==> src/rtl/rng_word_packer_if.sv <==
// Output word stream of the TRNG packer.
// Master drives data/valid, slave answers with ready.
interface rng_word_packer_if #(
    parameter int WORD_W = 32
);
    logic [WORD_W-1:0] data;
    logic              valid;
    logic              ready;

    modport master (
        output data,
        output valid,
        input  ready
    );

    modport slave (
        input  data,
        input  valid,
        output ready
    );
endinterface

==> src/rtl/rng_word_packer.sv <==
// Packs qualified TRNG bits LSB-first into words and buffers them in a FIFO.
// Overflow is flagged (sticky) instead of back-pressuring the generator.
module rng_word_packer #(
    parameter int WORD_W = 32,
    parameter int DEPTH  = 4
) (
    input  logic                       clk,
    input  logic                       rst,
    input  logic                       clear,
    input  logic                       run_en,
    input  logic                       bit_valid,
    input  logic                       bit_in,
    rng_word_packer_if.master          out,
    output logic [$clog2(DEPTH+1)-1:0] fill_level,
    output logic                       overflow
);
    localparam int CW = (WORD_W > 1) ? $clog2(WORD_W) : 1;
    localparam int PW = $clog2(DEPTH);
    localparam int FW = $clog2(DEPTH + 1);

    typedef enum logic {
        IDLE,
        COLLECT
    } state_e;

    state_e            state_q, state_d;
    logic [CW-1:0]     cnt_q, cnt_d;
    logic [WORD_W-1:0] shift_q, shift_d;
    logic [PW-1:0]     rd_q, rd_d;
    logic [PW-1:0]     wr_q, wr_d;
    logic [FW-1:0]     fill_q, fill_d;
    logic              ovf_q, ovf_d;
    logic [WORD_W-1:0] mem_q [DEPTH];
    logic [WORD_W-1:0] mem_d [DEPTH];

    logic [WORD_W-1:0] word;
    logic              accept;
    logic              done;
    logic              full;
    logic              pop;
    logic              push;

    always_comb begin
        state_d = state_q;
        cnt_d   = cnt_q;
        shift_d = shift_q;
        rd_d    = rd_q;
        wr_d    = wr_q;
        fill_d  = fill_q;
        ovf_d   = ovf_q;
        mem_d   = mem_q;

        word         = shift_q;
        word[cnt_q]  = bit_in;
        accept = (state_q == COLLECT) && run_en && bit_valid;
        done   = accept && (cnt_q == CW'(WORD_W - 1));
        full   = (fill_q == FW'(DEPTH));
        pop    = (fill_q != '0) && out.ready;
        // A pop in the same cycle frees the slot the push needs.
        push   = done && (!full || pop);

        if (clear) begin
            state_d = run_en ? COLLECT : IDLE;
            cnt_d   = '0;
            shift_d = '0;
            rd_d    = '0;
            wr_d    = '0;
            fill_d  = '0;
            ovf_d   = 1'b0;
        end else begin
            unique case (state_q)
                IDLE: begin
                    if (run_en) begin
                        state_d = COLLECT;
                    end
                end
                COLLECT: begin
                    if (!run_en) begin
                        state_d = IDLE;
                        cnt_d   = '0;
                    end else if (accept) begin
                        shift_d = word;
                        cnt_d   = done ? '0 : cnt_q + 1'b1;
                    end
                end
                default: state_d = IDLE;
            endcase

            if (push) begin
                mem_d[wr_q] = word;
                wr_d        = wr_q + 1'b1;
            end
            if (pop) begin
                rd_d = rd_q + 1'b1;
            end
            if (push && !pop) begin
                fill_d = fill_q + 1'b1;
            end else if (pop && !push) begin
                fill_d = fill_q - 1'b1;
            end
            if (done && !push) begin
                ovf_d = 1'b1;
            end
        end
    end

    always_ff @(posedge clk or negedge rst) begin
        if (!rst) begin
            state_q <= IDLE;
            cnt_q   <= '0;
            shift_q <= '0;
            rd_q    <= '0;
            wr_q    <= '0;
            fill_q  <= '0;
            ovf_q   <= 1'b0;
        end else begin
            state_q <= state_d;
            cnt_q   <= cnt_d;
            shift_q <= shift_d;
            rd_q    <= rd_d;
            wr_q    <= wr_d;
            fill_q  <= fill_d;
            ovf_q   <= ovf_d;
        end
    end

    // Storage needs no reset: data is gated by valid below.
    always_ff @(posedge clk) begin
        mem_q <= mem_d;
    end

    assign out.valid  = (fill_q != '0);
    assign out.data   = out.valid ? mem_q[rd_q] : '0;
    assign fill_level = fill_q;
    assign overflow   = ovf_q;
endmodule

==> src/flat_wrapper.sv <==
// flat-port wrapper written by rule: the top's interface ports become plain ports
module rng_word_packer_flat 
#(
    parameter int WORD_W = 32,
    parameter int DEPTH  = 4
)
  (clk, rst, clear, run_en, bit_valid, bit_in, fill_level, overflow, out_data, out_valid, out_ready);
  rng_word_packer_if #(.WORD_W(WORD_W)) out_i ();
  input  logic clk;
  input  logic rst;
  input  logic clear;
  input  logic run_en;
  input  logic bit_valid;
  input  logic bit_in;
  output logic [$clog2(DEPTH+1)-1:0] fill_level;
  output logic overflow;
  output wire logic [$bits(out_i.data)-1:0] out_data;
  output wire logic [$bits(out_i.valid)-1:0] out_valid;
  input wire logic [$bits(out_i.ready)-1:0] out_ready;
  assign out_data = out_i.data;
  assign out_valid = out_i.valid;
  assign out_i.ready = out_ready;
  rng_word_packer #(.WORD_W(WORD_W), .DEPTH(DEPTH)) u_core (.clk(clk), .rst(rst), .clear(clear), .run_en(run_en), .bit_valid(bit_valid), .bit_in(bit_in), .out(out_i), .fill_level(fill_level), .overflow(overflow));
endmodule
==> config.mk <==
export PLATFORM = sky130hd
export DESIGN_NAME = rng_word_packer_flat
export DESIGN_NICKNAME = d
export VERILOG_FILES = /design/src/rtl/rng_word_packer_if.sv /design/src/rtl/rng_word_packer.sv /design/src/flat_wrapper.sv
export SDC_FILE = /design/constraint.sdc
export NUM_CORES = 1
export LEC_CHECK = 0
export BUFFER_PORTS_ARGS = -buffer_cell sky130_fd_sc_hd__buf_4
export CORE_UTILIZATION = 60
export DETAILED_ROUTE_END_ITERATION = 8
export GPL_TIMING_DRIVEN = 0
export PLACE_DENSITY = 0.79
export RECOVER_POWER = 50
export SYNTH_ARGS = -nofsm -noshare
export SYNTH_HDL_FRONTEND = slang
export SYNTH_SLANG_ARGS = --single-unit
==> constraint.sdc <==
create_clock -name clk -period 4.07 [get_ports clk]
set_input_delay 0 -clock clk [delete_from_list [all_inputs] [get_ports clk]]
set_output_delay 0 -clock clk [all_outputs]
set_load 0.05 [all_outputs]
==> results of run 1 <==
## synth_stat cells (all sizes together) (2+ instances only)
| master | n | area [sq um] |
|---|---|---|
| dfrtp | 46 | 1150 |
| a22o | 3 | 26.3 |
| clkbuf | 21 | 78.8 |
| mux2i | 12 | 120 |
| nor3b | 2 | 25.0 |
| nor3 | 6 | 40.0 |
| inv | 11 | 41.3 |
| and2 | 8 | 52.6 |
| and3 | 5 | 31.3 |
| mux4 | 32 | 721 |
| buf | 20 | 115 |
| a31oi | 2 | 12.5 |
| or3 | 3 | 18.8 |
| nand3 | 26 | 130 |
| o21ai | 21 | 105 |
| ha | 9 | 113 |
| mux2 | 30 | 338 |
| xnor2 | 2 | 17.5 |
| a211oi | 3 | 22.5 |
| and4 | 3 | 26.3 |
| nand2 | 44 | 165 |
| nand4 | 4 | 31.3 |
| nor2b | 36 | 225 |
| a21oi | 24 | 124 |
| nor2 | 20 | 75.1 |
| o21bai | 3 | 22.5 |
| edfxtp | 128 | 3840 |
## kinds of logic after synthesis
family,Yosys count
XOR/XNOR,3
multiplexers,74
buffers and inverters,52
AO/OA/AOI/OAI,61
AND/OR/NAND/NOR,161
adder cells (fa/ha/maj),10
flip-flops,174
## critical path: cells and delay by family (launching register included)
| kind | cells | cell delay (ps) |
|---|---|---|
| AND/OR/NAND/NOR | 4 | 1680 |
| buffers and inverters | 1 | 460 |
| adder cells (fa/ha/maj) | 2 | 570 |
| flip-flops | 1 | 400 |
## registers in the layout, summed over array words and instances (netlist names)
name               cells
u_core.overflow        1
u_core.state_q         1
u_core.mem_q         128
u_core.rd_q            2
u_core.shift_q        32
u_core.wr_q            2
u_core.fill_level      3
u_core.cnt_q           5
## stage by stage
| step | total power, uW | setup WS [ps] | utilization, % | hold WS, ps | cells |
|---|---|---|---|---|---|
| after floorplan | 2700 | 1090 | - | -296 | 535 |
| after global placement | 2970 | 128 | 65.8 | 34.9 | 748 |
| after detailed placement | 2980 | 576 | 65.9 | 50.6 | 748 |
| after CTS | 4700 | 572 | 71.1 | 23.8 | 783 |
| after global routing | 4810 | 329 | 70.7 | 57.3 | 783 |
| final | 4670 | 537 | 70.7 | 28.6 | 783 |
## worst max-delay path by stage
| stage | start | endpoint | depth (start not counted) |
|---|---|---|---|
| after floorplan | u_core.cnt_q[1] | u_core.mem_q[0] | 7 |
| after global placement | u_core.cnt_q[1] | u_core.mem_q[50] | 7 |
| after detailed placement | u_core.cnt_q[1] | u_core.mem_q[114] | 7 |
| after CTS | u_core.cnt_q[1] | u_core.mem_q[102] | 7 |
| after global routing | u_core.cnt_q[2] | u_core.mem_q[79] | 7 |
| final | u_core.cnt_q[1] | u_core.mem_q[97] | 7 |
## final cells by class
type,instances,area [sq um]
Timing Repair Buffer,44,315
Clock buffer,19,433
Clock inverter,13,195
Fill cell,868,3700
Inverter,11,41.3
Sequential cell,174,4990
Buffer,41,178
Tap cell,172,215
Multi-Input combinational cell,309,2550
## layer usage
| metal | track usage (%) | vias up | part of all wire, % |
|---|---|---|---|
| li1 | - | 2118 | - |
| met5 | 1.85 | - | 0 |
| met3 | 6.75 | 35 | 5.7 |
| met1 | 34.4 | 2381 | 42 |
| met2 | 43.1 | 172 | 49 |
| met4 | 12.4 | 0 | 2.8 |
## power groups by stage
stage,registers [uW],clock network [uW],logic (uW)
2_1_floorplan,1970,0,734
3_3_place_gp,1950,0,1020
3_5_place_dp,1950,0,1030
4_1_cts,1910,1740,1040
5_1_grt,1920,1820,1070
6_report,1910,1740,1010
## repair_timing
| item | 4_1_cts | 5_1_grt |
|---|---|---|
| setup endpoints to repair | 0 | 0 |
| hold endpoints to repair | 50 | 0 |
| hold buffers | 3 | 0 |
==> run summary, run 1 <==
TritonCTS clock tree - yes
Worst Hold Depth - 3
H-tree levels - 4
Remaining DRCs - 0
Syn. warnings - 0
Setup bufs post-CTS - 0
Sink Count - 174
Post-DR wirelength/cell - 21.0 um
Post-synth EDFFs - 128
Startpoint Class - flip-flop
FF+latch count, synth - 174
Sequential area share after synthesis - 64.1%
Area Growth Syn to Fin - 14.5%
Vias in the first global route - 4813
FP Rows - 41
Setup TNS - 0 ps
Clock root buffer - clkbuf_16
First-pass GRT wire length - 25700 um
Syn Area/Cell - 14.6 sq um
Status - finished, violations left
Hold worst-path end - u_core.cnt_q[1]
Layout Nets - 615
Die height - 116 um
Pwr Density - 523 nW/um^2
Peak Freq - 0.283 GHz
GRT overflow - 0
Post-DRT Antenna Nets - 0
CP max FO - 32
Clk_lat worst skew - 430 ps
Routed WL - 16400 um
Complex-gate fraction of the synthesized area - 4.56%
Worst path slowest cell - and2_2
Most frequent CP cell - ha_1
Most frequent cells in the layout - 128 x edfxtp_1, 46 x dfrtp_1, 44 x nand2_1, 39 x buf_4, 37 x clkbuf_1
Clk pwr share - 37.3%
Distinct cells, synth - 46
Worst R2R Setup Slack - 540 ps
TritonRoute pass-1 iters - 5
Min Tclk post-route - 3530 ps
Initial antenna violation count - 0
Logic pwr share - 21.7%
Via/cell ratio - 6.01
Leak - 0.00332 uW
Critical path class - reg -> reg
Most common cell after layout, fill and taps aside - edfxtp_1
Ys async rst share - 26.4%
Reg2Reg Depth - 7
1st-iter DRT viols - 456
Crit Reg-Reg Startpoint - u_core.cnt_q[1]
Most used DFF post-synth - edfxtp_1
Internal - 3320 uW
Crit path cell chain - ha_1 -> clkbuf_1 -> and3_1 -> ha_1 -> nand4_2 -> nor3_1 -> and2_2
Critical R2R Capture - u_core.mem_q[97]
Max-Cap Viols - 1
Fin. max-slew vios - 47
Starting density of the core - 61.7%
Clk_skew - 6.77 ps
Mapped Nets - 552
Cells after synthesis - 535
Share of cells above drive strength 1 - 19.0%
Vias - 4706
Xor and xnor area share after synthesis - 0.337%
Core area - 12600 sq um
Cell area after layout - 8920 sq um
DP Wirelength - 10000 um
RSZ-0062 raised after global routing - no
Share of the cycle needed by the critical path after routing - 86.8%
Crit end category - flip-flop
Worst path max stage delay - 840 ps
Adder-Cell Fraction of Synth Area - 1.70%
Number of inserted diodes - 0
GRT Total Usage - 26.8%
Chip width - 116 um
Clock tree buffer depth - 2
P_sw - 1350 uW
DP Area - 8310 sq um
Largest net degree at the start of global routing - 47
Multiplexer area fraction after synthesis - 15.1%
DIE AREA - 13400 sq um
RD Place Congestion - 0.902
Final Setup Violations - 0
Worst slew margin relative to its limit - -76.4%
Sequential power share - 41.0%
Worst Hold Class - in -> reg
WP data required - 4120 ps
Min-Delay Startpoint - clear
Cell area after synthesis - 7790 sq um
Io pins - 44
PostCTS Resize Cnt - 0
Port Buf Inserts - 41
Largest family of logic cells by synthesized area - multiplexers
CP arrival - 3590 ps
Total CTS buffers - 17
Net Sw Frac - 28.9%
Simple-gate share of the synthesized area - 11.1%
Final hold vios - 0
Peak VDD IR - 0.459 mV
Slew @ Worst Pin - 2650 ps
Violated checks - capacitance limit, slew limit
Worst-path clk slew - 60 ps
Note: power is estimated with default switching activity, not from simulation.
==> run 2: changes to the inputs <==
GPL_TIMING_DRIVEN = not set   (was 0)
PLACE_DENSITY = not set   (was 0.79)
PLACE_DENSITY_LB_ADDON = 0.25   (was not set)
==> run summary, run 2 (synthesis gave the netlist of run 1 again) <==
Clock root buffer - clkbuf_16
CP delay by family, top - simple AND/OR/NAND/NOR gates
Reg with most FFs - u_core.mem_q
Leak - 0.00322 uW (-3.0%)
TritonCTS clock tree - yes
Io pins - 44 (unchanged)
First-pass GRT wire length - 23800 um (-7.4%)
Final hold vios - 0 (unchanged)
PostCTS Resize Cnt - 0 (unchanged)
Die height - 116 um (unchanged)
Clock tree buffer depth - 2 (unchanged)
Slew @ Worst Pin - 2530 ps (-119 ps)
Top Registers - u_core.mem_q x128, u_core.shift_q x32, u_core.cnt_q x5
DP Wirelength - 8890 um (-12%)
Vias in the first global route - 4559 (-5.3%)
Port Buf Inserts - 43 (+4.9%)
Peak VDD IR - 0.263 mV (-43%)
Area Growth Syn to Fin - 12.2%
GRT Total Usage - 24.7% (-2.1 points)
Number of inserted diodes - 0 (unchanged)
Violated checks - capacitance limit, slew limit
Startpoint Class - flip-flop
Most common cell after layout, fill and taps aside - edfxtp_1
CP max FO - 32 (unchanged)
Most frequent cells in the layout - 128 x edfxtp_1, 44 x nand2_1, 44 x dfrtp_1, 43 x buf_4, 36 x nor2b_1
CP arrival - 3060 ps (-530 ps)
Final Setup Violations - 0 (unchanged)
Max-Cap Viols - 1 (unchanged)
RD Place Congestion - 0.796 (-12%)
Chip width - 116 um (unchanged)
Worst-path clk slew - 70 ps (about the same)
Post-DRT Antenna Nets - 0 (unchanged)
Peak Freq - 0.333 GHz (+18%)
Total CTS buffers - 17 (unchanged)
DP Area - 8180 sq um (-1.6%)
Remaining DRCs - 0 (unchanged)
Pwr Density - 511 nW/um^2 (-2.4%)
Starting density of the core - 61.7% (unchanged)
Vias - 4434 (-5.8%)
Worst Hold Class - in -> reg
Clk_lat worst skew - 430 ps (about the same)
Initial antenna violation count - 0 (unchanged)
Share of cells above drive strength 1 - 20.8% (+1.8 points)
Via/cell ratio - 5.92 (-1.5%)
DIE AREA - 13400 sq um (unchanged)
Min Tclk post-route - 3000 ps (-534 ps)
Crit end category - flip-flop
Most frequent CP cell - ha_1
Crit path cell chain - ha_1 -> and3_1 -> ha_1 -> nand4_2 -> nor3_1 -> and2_1 -> buf_4
Register area - 5000 sq um (about the same)
Max FFs per register - 128 (unchanged)
Status - finished, violations left
RSZ-0062 raised after global routing - no
GRT overflow - 0 (unchanged)
Critical path class - reg -> reg
Core area - 12600 sq um (unchanged)
Share of the cycle needed by the critical path after routing - 73.7% (-13 points)
Largest net degree at the start of global routing - 61 (+30%)
Clk_skew - 9.39 ps (+2.61 ps)
Worst slew margin relative to its limit - -68.5% (+7.9 points)
FILL cells - 903 (+4.0%)
Setup TNS - 0 ps (unchanged)
Routed WL - 15000 um (-9.0%)
Area of the multi-input gates - 2550 sq um (unchanged)
Worst path slowest cell - ha_1
FP Rows - 41 (unchanged)
1st-iter DRT viols - 397 (-13%)
Cell area after layout - 8740 sq um (-2.0%)
Worst path max stage delay - 500 ps (-340 ps)
WP data required - 4130 ps (about the same)
TritonRoute pass-1 iters - 5 (unchanged)
Layout Nets - 581 (-5.5%)
Fin. max-slew vios - 47 (unchanged)
WP buf/inv - 1 (unchanged)
Final cell utilization of the core - 69.2% (-1.4 points)
H-tree levels - 4 (unchanged)
Post-DR wirelength/cell - 20.0 um (-4.8%)
Sink Count - 174 (unchanged)
## run 2: area by class of cell
cell class / instances / share of cell area [%]
Tap cell: 172 / 2.46
Sequential cell: 174 / 57.2
Inverter: 11 / 0.473
Timing Repair Buffer: 51 / 4.18
Clock inverter: 15 / 1.69
Clock buffer: 17 / 4.87
Multi-Input combinational cell: 309 / 29.1
## run 2: worst paths after layout
kind	startpoint	endpoint	slack, ps	depth (start not counted)
setup / recovery	u_core.cnt_q[1]	u_core.mem_q[50]	1070	7
hold / removal	out_ready	u_core.overflow	10	4
setup reg to reg	u_core.cnt_q[1]	u_core.mem_q[50]	1070	7
hold reg to reg	u_core.overflow	u_core.overflow	530	2
max in group asynchronous	rst	u_core.rd_q[1]	1550	2
min in group asynchronous	rst	u_core.state_q	890	2
## run 2: report_power, final
group	internal [uW]	leakage [uW]	switching (uW)
Combinational	328	0.00115	594
Clock	897	0.000265	664
Sequential	1900	0.00181	80.8
Total	3130	0.00322	1340
## run 2: tightest hold or removal path: cells and delay by family
| kind | cells | cell delay, ps |
|---|---|---|
| AND/OR/NAND/NOR | 2 | 110 |
| buffers and inverters | 1 | 120 |
| AO/OA/AOI/OAI | 1 | 170 |
## run 2: routing by layer
metal / vias to the layer above / track usage [%] / wire, um
met3: 19 / 4.71 / 512
met1: 2254 / 33.2 / 6810
met5: - / 0 / 0
met4: 0 / 10.0 / 246
met2: 113 / 40.1 / 7410
li1: 2048 / - / -
## run 2: stage by stage
step / hold slack [ps] / setup WS [ps] / std cells / power, uW
floorplan: -296 / 1090 / 535 / 2700
global placement: 41.0 / 1220 / 715 / 2950
detailed placement: 50.0 / 1090 / 715 / 2960
CTS: 3.49 / 1080 / 749 / 4510
global route: 27.0 / 773 / 749 / 4610
finish: 12.5 / 1070 / 749 / 4470
## run 2: repair_timing
item | in CTS | in global routing
hold buffers | 2 | 0
endpoints found under the hold margin | 47 | 0
buffers inserted | 0 | 0
